`config.mk`:
```
export PLATFORM = sky130hd
export DESIGN_NAME = peri_master_flat
export DESIGN_NICKNAME = d
export VERILOG_FILES = /design/src/rtl/peri_master_if.sv /design/src/rtl/peri_master.sv /design/src/flat_wrapper.sv
export SDC_FILE = /design/constraint.sdc
export NUM_CORES = 1
export LEC_CHECK = 0
export ABC_AREA = 1
export ABC_CLOCK_PERIOD_IN_PS = 1500
export CAP_MARGIN = 20
export CORE_ASPECT_RATIO = 0.5
export CORE_MARGIN = 2
export CORE_UTILIZATION = 30
export CTS_CLUSTER_SIZE = 28
export DETAILED_ROUTE_END_ITERATION = 12
export MAX_ROUTING_LAYER = met4
export PLACE_DENSITY_LB_ADDON = 0.1
export SYNTH_ARGS = -nofsm -noshare
export SYNTH_HDL_FRONTEND = slang
export SYNTH_SLANG_ARGS = --single-unit
```
`constraint.sdc`:
```
create_clock -name clk -period 1.5 [get_ports clk]
set_input_delay 0.225 -clock clk [delete_from_list [all_inputs] [get_ports clk]]
set_output_delay 0.225 -clock clk [all_outputs]
set_load 0.02 [all_outputs]
```
`src/rtl/peri_master_if.sv`:
```
// Peripheral bus bundle between an initiator and a responder: level strobes
// regw/regr with address and write data out, one-cycle ack and read data back.
interface peri_master_if;
    logic        regw;
    logic        regr;
    logic [31:0] adr;
    logic [31:0] wdata;
    logic        ack;
    logic [31:0] rdat;

    modport master (
        output regw, regr, adr, wdata,
        input  ack, rdat
    );

    modport slave (
        input  regw, regr, adr, wdata,
        output ack, rdat
    );
endinterface

```
`src/rtl/peri_master.sv`:
```
// Initiator for the regw/regr peripheral bus: one CPU load/store at a time.
// Optional REQ timeout abort is built when PERI_MST_TIMEOUT_EN is defined.
//
//   state | meaning
//   IDLE  | ready for a CPU request; strobes low
//   REQ   | strobe held, waiting for ack (or timeout)
//   GAP   | one cycle with strobes low so the next strobe is a fresh edge
module peri_master #(
    parameter int TIMEOUT = 16,
    parameter int TO_W    = 8
) (
    input  logic          clk,
    input  logic          rstz,
    input  logic          cpu_req,
    input  logic          cpu_we,
    input  logic [31:0]   cpu_adr,
    input  logic [31:0]   cpu_wdata,
    output logic          cpu_ready,
    output logic          cpu_done,
    output logic          cpu_err,
    output logic [31:0]   cpu_rdata,
    peri_master_if.master bus
);

    typedef enum logic [1:0] {
        IDLE = 2'd0,
        REQ  = 2'd1,
        GAP  = 2'd2
    } state_t;

    if (TIMEOUT < 2 || TIMEOUT > (2 ** TO_W) - 1) begin : g_bad_timeout
        $error("peri_master: TIMEOUT does not fit the TO_W counter");
    end

    state_t      state_q, state_d;
    logic        regw_q, regw_d;
    logic        regr_q, regr_d;
    logic [31:0] adr_q, adr_d;
    logic [31:0] wdata_q, wdata_d;
    logic        done_q, done_d;
    logic [31:0] rdata_q, rdata_d;
`ifdef PERI_MST_TIMEOUT_EN
    logic            err_q, err_d;
    logic [TO_W-1:0] cnt_q, cnt_d;
`endif

    always_ff @(posedge clk or negedge rstz) begin
        if (!rstz) begin
            state_q <= IDLE;
            regw_q  <= 1'b0;
            regr_q  <= 1'b0;
            adr_q   <= '0;
            wdata_q <= '0;
            done_q  <= 1'b0;
            rdata_q <= '0;
`ifdef PERI_MST_TIMEOUT_EN
            err_q   <= 1'b0;
            cnt_q   <= '0;
`endif
        end else begin
            state_q <= state_d;
            regw_q  <= regw_d;
            regr_q  <= regr_d;
            adr_q   <= adr_d;
            wdata_q <= wdata_d;
            done_q  <= done_d;
            rdata_q <= rdata_d;
`ifdef PERI_MST_TIMEOUT_EN
            err_q   <= err_d;
            cnt_q   <= cnt_d;
`endif
        end
    end

    always_comb begin
        state_d = state_q;
        regw_d  = regw_q;
        regr_d  = regr_q;
        adr_d   = adr_q;
        wdata_d = wdata_q;
        done_d  = 1'b0;
        rdata_d = rdata_q;
`ifdef PERI_MST_TIMEOUT_EN
        err_d   = err_q;
        cnt_d   = cnt_q;
`endif
        case (state_q)
            IDLE: begin
                if (cpu_req) begin
                    adr_d   = cpu_adr;
                    wdata_d = cpu_wdata;
                    regw_d  = cpu_we;
                    regr_d  = !cpu_we;
`ifdef PERI_MST_TIMEOUT_EN
                    cnt_d   = '0;
`endif
                    state_d = REQ;
                end
            end
            REQ: begin
`ifdef PERI_MST_TIMEOUT_EN
                cnt_d = cnt_q + TO_W'(1);
`endif
                // ack takes priority over an expiry landing on the same cycle
                if (bus.ack) begin
                    regw_d  = 1'b0;
                    regr_d  = 1'b0;
                    done_d  = 1'b1;
`ifdef PERI_MST_TIMEOUT_EN
                    err_d   = 1'b0;
`endif
                    if (regr_q) begin
                        rdata_d = bus.rdat;
                    end
                    state_d = GAP;
                end
`ifdef PERI_MST_TIMEOUT_EN
                else if (cnt_q == TO_W'(TIMEOUT - 1)) begin
                    regw_d  = 1'b0;
                    regr_d  = 1'b0;
                    done_d  = 1'b1;
                    err_d   = 1'b1;
                    if (regr_q) begin
                        rdata_d = '0;
                    end
                    state_d = GAP;
                end
`endif
            end
            GAP: begin
                state_d = IDLE;
            end
            default: begin
                state_d = IDLE;
            end
        endcase
    end

    assign cpu_ready = (state_q == IDLE);
    assign cpu_done  = done_q;
    assign cpu_rdata = rdata_q;
`ifdef PERI_MST_TIMEOUT_EN
    assign cpu_err   = err_q;
`else
    assign cpu_err   = 1'b0;
`endif

    assign bus.regw  = regw_q;
    assign bus.regr  = regr_q;
    assign bus.adr   = adr_q;
    assign bus.wdata = wdata_q;

endmodule

```
`src/flat_wrapper.sv`:
```
// flat-port wrapper written by rule: the top's interface ports become plain ports
module peri_master_flat 
#(
    parameter int TIMEOUT = 16,
    parameter int TO_W    = 8
)
  (clk, rstz, cpu_req, cpu_we, cpu_adr, cpu_wdata, cpu_ready, cpu_done, cpu_err, cpu_rdata, bus_regw, bus_regr, bus_adr, bus_wdata, bus_ack, bus_rdat);
  peri_master_if bus_i ();
  input  logic clk;
  input  logic rstz;
  input  logic cpu_req;
  input  logic cpu_we;
  input  logic [31:0] cpu_adr;
  input  logic [31:0] cpu_wdata;
  output logic cpu_ready;
  output logic cpu_done;
  output logic cpu_err;
  output logic [31:0] cpu_rdata;
  output wire logic [$bits(bus_i.regw)-1:0] bus_regw;
  output wire logic [$bits(bus_i.regr)-1:0] bus_regr;
  output wire logic [$bits(bus_i.adr)-1:0] bus_adr;
  output wire logic [$bits(bus_i.wdata)-1:0] bus_wdata;
  input wire logic [$bits(bus_i.ack)-1:0] bus_ack;
  input wire logic [$bits(bus_i.rdat)-1:0] bus_rdat;
  assign bus_regw = bus_i.regw;
  assign bus_regr = bus_i.regr;
  assign bus_adr = bus_i.adr;
  assign bus_wdata = bus_i.wdata;
  assign bus_i.ack = bus_ack;
  assign bus_i.rdat = bus_rdat;
  peri_master #(.TIMEOUT(TIMEOUT), .TO_W(TO_W)) u_core (.clk(clk), .rstz(rstz), .cpu_req(cpu_req), .cpu_we(cpu_we), .cpu_adr(cpu_adr), .cpu_wdata(cpu_wdata), .cpu_ready(cpu_ready), .cpu_done(cpu_done), .cpu_err(cpu_err), .cpu_rdata(cpu_rdata), .bus(bus_i));
endmodule
```
# Yosys cells after proc, flatten, opt, wreduce, memory -nomap -nowiden
# Cells that the tools add are included.
word_totals:
  regBits: 101
op_classes:
  n_eq_ne: 3
  n_mux: 10
  reduce_logical: 7
ops:
  columns: ["cell", "count"]
  rows:
  - ["3-bit AND reduction", 2]
  - ["1-bit 2-to-1 mux", 5]
  - ["2-bit 2-to-1 mux", 2]
  - ["2-bit != test, second input constant", 2]
  - ["1-bit one-hot mux with 2 select lines", 2]
  - ["2-bit one-hot mux with 2 select lines", 1]
  - ["2-bit AND reduction", 2]
  - ["2-bit by 1-bit == test with 1-bit output, second input constant", 1]
  - ["2-bit zero test", 1]
  - ["2-bit nonzero test", 1]
  - ["1-bit zero test", 1]

# Longest topological paths before layout
# Gate-level depths: netlist of the first run.
logic_depth:
  ltp_word: 3
  depth_mapped: 7

# Least setup slack after synthesis of the first run
# No wires, ideal clock.
synth_path:
  path_kind: "register to register"
  start: "reg u_core.state_q[0]"
  end: "reg u_core.wdata_q[10] (netlist: u_core.bus.wdata[10])"
  arrival_ns: 1.093
  t_required_ns: 1.384
  setup_slack_ns: 0.291
  stages_incl_launch_ff: 7
  n_path_buf: 2
  cell_sequence: "dfrtp_1 -> nor2_4 -> nand2_4 -> buf_6 -> buf_2 -> nand2_1 -> nand2_1"
synth_via:
  elab_chain_cells: 2
synth_lines:
  columns: ["item", "line", "source"]
  rows:
  - ["start, declared", "peri_master.sv:35", "state_t state_q, state_d;"]
  - ["start signal, assigned", "peri_master.sv:61", "state_q <= state_d;"]
  - ["2-bit zero test", null, null]
  - ["net cpu_ready", "flat_wrapper.sv:15", "output logic cpu_ready;"]
  - ["2-bit AND reduction (no source line)", null, null]
  - ["end signal, assigned", "peri_master.sv:65", "wdata_q <= wdata_d;"]
  - ["end, declared", "peri_master.sv:39", "logic [31:0] wdata_q, wdata_d;"]
# The timed path passes the listed nets, and every way through them passes these cells.
# A chain may end at the register's enable or synchronous reset.

# Final worst setup path of the first run
layout_path:
  start: "reg u_core.state_q[1]"
  end: "out cpu_ready"
layout_via:
  elab_chain_cells: 1
layout_lines:
  columns: ["item", "line", "source"]
  rows:
  - ["2-bit zero test", "peri_master.sv:139", "assign cpu_ready = (state_q == IDLE);"]
  - ["end, declared", "flat_wrapper.sv:15", null]
# Every way passes these cells.

==> results of run 1 <==
==> worst max-delay path: cells and delay by family, from the launching register on <==
| family | cells | cell delay, ns |
|---|---|---|
| DFF | 1 | 0.44 |
| and+or+nand+nor | 1 | 0.14 |
| buffers and inverters | 1 | 0.19 |
==> state kept, by name (all words and copies together), names as in the netlist <==
name,count
u_core.bus.regr,1
u_core.state_q,2
u_core.cpu_done,1
u_core.bus.regw,1
u_core.bus.adr,32
u_core.bus.wdata,32
u_core.cpu_rdata,32
==> layout make-up <==
class | instances | area (µm²)
tap | 170 | 213
multi-input combinational | 301 | 1240
inverter | 7 | 26.3
clock buffer | 11 | 253
timing repair buffer | 216 | 2040
sequential | 101 | 2530
fill | 1251 | 6440
clock inverter | 5 | 63.8
==> cells in the final DEF (no fill, tap or decap), drive strengths merged <==
master	synthesis	layout
buf	23	16
bufinv	0	1
clkbuf	6	12
clkdlybuf4s50	0	99
clkinvlp	0	1
conb	1	1
dfrtp	101	101
dlygate4sd2	0	99
dlygate4sd3	0	1
inv	7	10
nand2	261	261
nand3	3	3
nand4	33	33
nor2	2	2
o21ai	1	1
==> where the power goes <==
group / switching (mW) / internal, mW
sequential: 0.572 / 3.86
clock: 1.07 / 1.41
combinational: 3.14 / 1.96
==> through the flow <==
step / instances / total power [mW] / hold WS [ns] / utilization [%] / cell area [µm²]
5_1_grt: 811 / 12.8 / 0.230 / 49.7 / 6370
3_3_place_gp: 794 / 10.5 / 0.0372 / 48.2 / 6170
4_1_cts: 811 / 12.2 / 0.208 / 49.7 / 6370
3_5_place_dp: 794 / 10.5 / 0.0384 / 48.2 / 6170
2_1_floorplan: 438 / 7.38 / -0.0706 / - / 3970
6_report: 811 / 12.0 / 0.219 / 49.7 / 6370
==> worst max-delay path by stage <==
| stage | startpoint | to | slack (ns) | depth (start not counted) |
|---|---|---|---|---|
| after floorplan | u_core.state_q[0] | u_core.bus.wdata[10] | 0.29 | 6 |
| after global placement | bus_ack | u_core.bus.regw | 0.006 | 5 |
| after detailed placement | bus_ack | u_core.bus.regw | 0.03 | 5 |
| after CTS | u_core.state_q[1] | cpu_ready | 0.002 | 2 |
| after global routing | u_core.state_q[1] | u_core.bus.wdata[25] | 0.12 | 5 |
| final | u_core.state_q[1] | cpu_ready | 0.17 | 2 |
==> cell families (layout without fill, tap and decap cells) <==
| logic type | Yosys count | after routing | share of synthesized area (%) |
|---|---|---|---|
| flops | 101 | 101 | 63.6 |
| compound gates | 1 | 1 | 0.126 |
| simple gates | 299 | 299 | 31.0 |
| other cells | 1 | 1 | 0.0944 |
| buf+inv | 36 | 239 | 5.14 |
==> per-layer routing <==
metal | wire, µm | share of wire, % | vias up | track usage, %
li1 | - | - | 1759 | -
met1 | 5310 | 47 | 1645 | 21.8
met2 | 5130 | 46 | 120 | 26.1
met3 | 773 | 6.9 | 6 | 5.08
met4 | 52 | 0.46 | 0 | 3.37
met5 | 0 | 0 | - | -
==> repair_timing <==
action | CTS | global route
setup endpoints to repair | 100 | 1
hold buffers | 1 | 0
pin swaps | 0 | 0
cloned | 0 | 0
endpoints found under the hold margin | 101 | 0
gates resized for setup | 101 | 1
setup buffers | 0 | 0
==> out/metrics.csv, run 1 <==
stage,metric,value,unit
run_status,status,finished clean,
floorplanning,core-area,0.0128,mm²
cts,clock-root-buffer,clkbuf_16,
global_route,grt-ovfl-total,0,
run,drv_cap,0,
sta,finalSetupViolCount,0,
worst_setup_path,rr_startpoint,u_core.state_q[1],
drt,routedWlPerCell,13.9,µm
finish,drive_gt1_share,5.77,%
synth,synth_top_area_share,63.6,%
worst_setup_path,path_cells,"nor2_4, clkbuf_2",
worst_setup_path,end_kind,output port,
worst_setup_path,cp_max_fo,3,
drt,drc,0,
synth,synthTopCellsByCount,"nand2_1, dfrtp_1, nand4_1, buf_2",
cts,path_clk_slew,0.08,ns
drt,viasPerCell,4.35,
floorplanning,rows,29,
worst_setup_path,worstSetupStartpointType,flip-flop,
synth,seq_area_frac_synth,63.6,%
worst_setup_path,crit_arrival,1.10,ns
placed_design,portBuffers,200,
sta,fin_skew,0.00943,ns
sta,hold_viol,0,
synth,yosys.cell_count.top_type,nand2_1,
synth,synth_edf_count,0,
finish,antenna_cells,0,
finish,nNetsFinal,737,
global_route,grt_max_degree,52,
global_route,antenna_found_initial,0,
sta,layout_worst_path_cycle_share,88.5,%
drt,antenna_left,0,
cts,clock_latency,0.34,ns
placed_design,preCtsSetupSlack,0.0289,ns
worst_setup_path,critPathKind,flip-flop to output port,
synth,yosysUniqueCellTypes,14,
synth,syn-num-nets,539,
synth,synth_area_leaders,"dfrtp_1, nand2_1, nand4_1",
placed_design,hpwl,7550,µm
worst_setup_path,worstRegToRegCells,5,
worst_setup_path,critPathRequiredTime,1.27,ns
power_and_ir_drop,leakage,3.40,nW
finish,areaGrowthSynthToFinish,60.3,%
floorplanning,fp.dieH,85.4,µm
drt,wirelength,11300,µm
worst_setup_path,slowest_delay,0.44,ns
cts,tritoncts,built,
sta,rsz0062_at_grt,false,
power_and_ir_drop,power_density,1890,mW/mm²
cts,clock_sinks,101,
synth,synth_ff_type,dfrtp_1,
sta,setup_ws,0.172,ns
drt,dr.pass1.iters,4,
floorplanning,die_w,167,µm
synth,synth_area,0.00397,mm²
synth,yosys.area.top_type,dfrtp_1,
worst_setup_path,regToRegEndpoint,u_core.bus.adr[1],
drt,vias,3530,
cts,htree_num_levels,3,
floorplanning,pin_count,202,
floorplanning,start_util,31.0,%
power_and_ir_drop,vdd_drop_max,0.000695,V
sta,fin_tns_setup,0,ns
cts,clockBufferDepth,2,
floorplanning,dieArea,0.0142,mm²
placed_design,place_congestion,0.751,
synth,ys_warn_count,0,
cts,cts_buffers,9,
global_route,first_global_vias,3574,
worst_setup_path,reg2reg_setup_slack,0.26,ns
global_route,track_usage,16.7,%
synth,postSynthAreaPerCell,9.07,µm²
sta,clock.fmax,753,MHz
synth,synth_cells,438,
global_route,grt_first_pass_wirelength,18400,µm
synth,synthArstFlopShare,100,%
synth,synth-seq-cells,101,
sta,min_period,1.33,ns
drt,drt_iter0_drc,165,
worst_setup_path,cp_slowest_cell,dfrtp_1,
min_path,min_path_type,primary input to asynchronous set/reset pin,
sta,slew_viol_final,0,
(Power assumes the default switching activity.)
==> run 2, diff against run 1 <==
Settings changed: CTS_CLUSTER_SIZE 28 to 30, PLACE_DENSITY set to 0.75, PLACE_DENSITY_LB_ADDON 0.1 to unset.
==> run 2 against run 1 <==
Clock-buffer cell count increased by 1. Final area fell by 0.12%. Register-to-register slack got worse by 0.03 ns. Wire length rose by 2.3%. First-iteration DRC count grew 17%. Sequential share of layout area is essentially flat. Via count increased by 1.4%. Clock skew decreased by 0.0029 ns. Combinational power up 1%. Global-route usage grew 0.24 points. Hold slack gained 0.080 ns. Critical path type unchanged. Critical endpoint unchanged.
==> out/metrics.csv, run 2 (synthesis results as in run 1) <==
stage,metric,value,unit
run_status,status,finished clean,
finish,nNetsFinal,736,
floorplanning,core-area,0.0128,mm²
finish,fin_util,49.6,%
floorplanning,rows,29,
drt,top_layer,met4,
drt,viasPerCell,4.42,
finish,seqCellArea,0.00253,mm²
power_and_ir_drop,leakage,3.39,nW
drt,routedWlPerCell,14.2,µm
floorplanning,fp.dieH,85.4,µm
power_and_ir_drop,vdd_drop_max,0.000654,V
worst_setup_path,crit_arrival,1.22,ns
sta,setup_ws,0.0533,ns
worst_setup_path,worstSetupStartpointType,flip-flop,
drt,wl_met3,397,µm
cts,clock_latency,0.34,ns
sta,slew_viol_final,0,
worst_setup_path,end_kind,output port,
global_route,grt_first_pass_wirelength,18600,µm
sta,fin_tns_setup,0,ns
drt,antenna_left,0,
sta,rsz0062_at_grt,false,
drt,drt_iter0_drc,193,
worst_setup_path,regToRegEndpoint,u_core.state_q[0],
power_and_ir_drop,power_density,1860,mW/mm²
worst_setup_path,cp_slowest_cell,dfrtp_1,
global_route,grt_max_degree,68,
cts,clock_sinks,101,
sta,min_period,1.45,ns
floorplanning,pin_count,202,
run,drv_cap,0,
drt,vias,3580,
placed_design,portBuffers,200,
cts,clockBufferDepth,2,
drt,drc,0,
floorplanning,start_util,31.0,%
floorplanning,dieArea,0.0142,mm²
worst_setup_path,critPathKind,flip-flop to output port,
sta,finalSetupViolCount,0,
global_route,antenna_found_initial,0,
cts,htree_num_levels,3,
worst_setup_path,critPathRequiredTime,1.27,ns
finish,areaGrowthSynthToFinish,60.1,%
drt,wl_met1,4670,µm
placed_design,hpwl,8260,µm
worst_setup_path,rr_startpoint,u_core.state_q[1],
worst_setup_path,reg2reg_setup_slack,0.23,ns
floorplanning,die_w,167,µm
sta,hold_viol,0,
cts,path_clk_slew,0.07,ns
finish,final_cell_mix,"nand2_1, dfrtp_1, clkdlybuf4s50_1, dlygate4sd2_1, nand4_1",
placed_design,place_congestion,0.794,
cts,clock-root-buffer,clkbuf_16,
finish,multiInputGateArea,0.00124,mm²
drt,dr.pass1.iters,4,
drt,met2WireLength,6100,µm
worst_setup_path,cp_max_fo,3,
global_route,track_usage,17.0,%
drt,wirelength,11500,µm
global_route,grt-ovfl-total,0,
sta,clock.fmax,691,MHz
finish,mostFrequentLayoutCell,nand2_1,
placed_design,preCtsSetupSlack,0.112,ns
finish,antenna_cells,0,
sta,fin_skew,0.00654,ns
worst_setup_path,path_cells,"nor2_4, clkdlybuf4s15_1",
finish,drive_gt1_share,5.31,%
cts,tritoncts,built,
worst_setup_path,worstRegToRegCells,5,
worst_setup_path,slowest_delay,0.45,ns
sta,hold-worst-slack,0.299,ns
worst_setup_path,worst-path-buf-inv,1,
finish,num-fill-cells,1225,
sta,layout_worst_path_cycle_share,96.4,%
worst_setup_path,crit_family,flip-flops,
global_route,first_global_vias,3721,
cts,cts_buffers,9,
min_path,min_path_type,primary input to asynchronous set/reset pin,
-- run 2: layer usage --
layer | vias to the layer above | track usage (%)
met5 | - | -
met4 | 0 | 7.05
met3 | 28 | 3.82
met1 | 1705 | 18.5
li1 | 1760 | -
met2 | 87 | 30.4
-- run 2: worst max-delay path by stage --
stage                      startpoint                    to  cells after the start
finish              u_core.state_q[1]             cpu_ready                      2
floorplan           u_core.state_q[0]  u_core.bus.wdata[10]                      6
CTS                 u_core.state_q[0]             cpu_ready                      2
global route        u_core.state_q[0]             cpu_ready                      2
global placement    u_core.state_q[0]             cpu_ready                      2
detailed placement            bus_ack   u_core.cpu_rdata[6]                      5
-- run 2: cell type report --
| class | count | share of cell area (%) |
|---|---|---|
| timing repair buffer | 215 | 32.5 |
| tap | 170 | 3.35 |
| sequential | 101 | 39.7 |
| multi-input combinational | 301 | 19.5 |
| clock buffer | 12 | 4.03 |
| inverter | 7 | 0.413 |
| clock inverter | 4 | 0.472 |
-- run 2: what timing repair did --
action / 4_1_cts / 5_1_grt
setup buffers: 0 / 0
gates cloned: 0 / 0
gates resized for setup: 100 / 1
hold buffers: 1 / 0
endpoints found under the setup margin: 100 / 1
pin swaps: 0 / 0
hold endpoints to repair: 14 / 0
-- run 2: report_power, final --
group	switching (mW)	internal, mW
registers	0.582	3.86
logic	3.18	1.98
clock network	1.02	1.23
-- run 2: through the flow --
stage / total power, mW / instances / cell area [µm²]
floorplan: 7.38 / 438 / 3970
global placement: 10.4 / 793 / 6190
detailed placement: 10.6 / 793 / 6190
CTS: 12.0 / 810 / 6360
global route: 12.6 / 810 / 6360
finish: 11.8 / 810 / 6360
==> run 3, diff against run 2 <==
Settings changed: CORE_ASPECT_RATIO 0.5 to 0.8, SKIP_LAST_GASP set to 1.
==> run 3 against run 2 <==
Non-clock buffer count down 3. Setup slack better by 0.13 ns. Critical path depth up 5.
==> out/metrics.csv, run 3 (synthesis results as in run 1) <==
stage,metric,value,unit
power_and_ir_drop,comb_power_share,42.4,%
placed_design,dp.cells,795,
finish,areaGrowthSynthToFinish,59.6,%
sta,rsz0062_at_grt,false,
power_and_ir_drop,leakage,3.38,nW
power_and_ir_drop,swShare,39.5,%
drt,drc,0,
drt,vias,3657,
sta,finalSetupViolCount,0,
worst_setup_path,worst-path-buf-inv,3,
power_and_ir_drop,clockPowerShare,20.5,%
sta,tightest_slew,0.572,ns
worst_setup_path,reg2reg_setup_slack,0.19,ns
worst_setup_path,crit_path_frequent_cell,nand2_1,
min_path,min_from,cpu_adr[30],
worst_setup_path,crit_family,buffers and inverters,
placed_design,portBuffers,200,
worst_setup_path,end_kind,flip-flop,
drt,dr.pass1.iters,4,
min_path,min_path_type,primary input to flip-flop,
sta,setup_ws,0.186,ns
placed_design,place_congestion,0.767,
power_and_ir_drop,p_seq_share,37.2,%
worst_setup_path,slowest_delay,0.44,ns
drt,wl_met1,5120,µm
sta,maxSlewHeadroom,61.9,%
min_path,holdPathStages,3,
drt,wirelength,11300,µm
worst_setup_path,rr_startpoint,u_core.state_q[1],
finish,num-fill-cells,1249,
cts,htree_num_levels,3,
finish,nNetsFinal,733,
global_route,track_usage,16.3,%
power_and_ir_drop,vdd_drop_max,0.000960,V
cts,tritoncts,built,
cts,clock_sinks,101,
floorplanning,pin_count,202,
global_route,first_global_vias,3658,
worst_setup_path,worstRegToRegCells,7,
floorplanning,fp.dieH,107,µm
sta,fin_skew,0.00461,ns
power_and_ir_drop,power_density,1900,mW/mm²
global_route,antenna_found_initial,0,
floorplanning,start_util,30.9,%
run,drv_cap,0,
finish,drive_gt1_share,4.88,%
worst_setup_path,crit_arrival,1.59,ns
min_path,hold_path_end,u_core.bus.adr[30],
worst_setup_path,critPathRequiredTime,1.78,ns
floorplanning,dieArea,0.0142,mm²
finish,design_area,0.00634,mm²
placed_design,preCtsSetupSlack,0.0795,ns
placed_design,placed_area,0.00614,mm²
floorplanning,rows,37,
drt,antenna_left,0,
worst_setup_path,cp_max_fo,58,
cts,cts_buffers,9,
worst_setup_path,cp_slowest_cell,dfrtp_1,
cts,clock-root-buffer,clkbuf_16,
drt,met2WireLength,5260,µm
power_and_ir_drop,total_power,12.1,mW
global_route,grt_first_pass_wirelength,18100,µm
run_status,status,finished clean,
floorplanning,core-area,0.0129,mm²
drt,top_layer,met4,
sta,hold_viol,0,
sta,min_period,1.31,ns
placed_design,hpwl,7890,µm
power_and_ir_drop,power.switching,4.76,mW
power_and_ir_drop,p_int,7.31,mW
drt,wl_met3,839,µm
sta,slew_viol_final,0,
worst_setup_path,worstSetupStartpointType,flip-flop,
cts,post_cts_buffers,0,
sta,layout_worst_path_cycle_share,87.6,%
floorplanning,die_w,133,µm
worst_setup_path,path_cells,"nor2_4, buf_4, nand2_4, inv_2, buf_12, nand2_1, nand2_1",
cts,clock_latency,0.34,ns
sta,clock.fmax,761,MHz
drt,routedWlPerCell,14.0,µm
finish,final_cell_mix,"nand2_1, dfrtp_1, clkdlybuf4s50_1, dlygate4sd2_1, nand4_1",
worst_setup_path,regToRegEndpoint,u_core.bus.wdata[20],
worst_setup_path,cp.depth,7,
worst_setup_path,critPathKind,flip-flop to flip-flop,
finish,mostFrequentLayoutCell,nand2_1,
drt,drt_iter0_drc,146,
cts,clockBufferDepth,2,
finish,fin_cells,810,
sta,fin_tns_setup,0,ns
global_route,grt-ovfl-total,0,
global_route,grt_max_degree,102,
cts,path_clk_slew,0.07,ns
finish,antenna_cells,0,
drt,viasPerCell,4.51,
## run 3: timing repair
item	CTS	global route
hold buffers	1	0
setup endpoints to repair	100	1
hold endpoints to repair	101	0
gates cloned	0	0
gates resized for setup	100	2
## run 3: area by class of cell
type                    count  area [µm²]  share of cell area (%)
repair buffers            212        2010                    31.8
clock inverters             4        73.8                    1.16
multi-input cells         301        1240                    19.6
clock buffers              10         239                    3.77
flip-flops and latches    101        2530                    39.9
inverters                   7        26.3                   0.415
well taps                 175         219                    3.45
## run 3: worst max-delay path by stage
| stage | slack [ns] | to | startpoint |
|---|---|---|---|
| final | 0.19 | u_core.bus.wdata[20] | u_core.state_q[1] |
| after global routing | 0.09 | u_core.bus.wdata[18] | u_core.state_q[1] |
| after CTS | 0.004 | cpu_ready | u_core.state_q[1] |
| after detailed placement | 0.08 | u_core.state_q[0] | bus_ack |
| after global placement | 0.10 | u_core.cpu_rdata[21] | bus_ack |
| after floorplan | 0.29 | u_core.bus.wdata[10] | u_core.state_q[0] |
## run 3: layer usage
metal | GRT usage [%] | vias up
met5 | - | -
met4 | 4.15 | 0
met3 | 4.92 | 13
met2 | 26.2 | 162
met1 | 20.4 | 1727
li1 | - | 1755
## run 3: power by group through the flow
stage	clock network, mW	registers (mW)	logic (mW)
after global routing	2.66	4.63	5.53
final	2.47	4.49	5.11
after floorplan	0	5.91	1.47
after CTS	2.55	4.50	5.18
after detailed placement	0	4.55	5.98
after global placement	0	4.53	5.87
## run 3: worst min-delay path, stage by stage
cell	delay, ns
clkdlybuf4s50_1	0.39
nand2_1	0.06
nand2_1	0.04
## run 3: metrics by stage
stage / hold WS [ns] / util, %
after floorplan: -0.0706 / -
after global placement: 0.323 / 47.7
after detailed placement: 0.329 / 47.7
after CTS: 0.400 / 49.3
after global routing: 0.402 / 49.3
final: 0.415 / 49.3
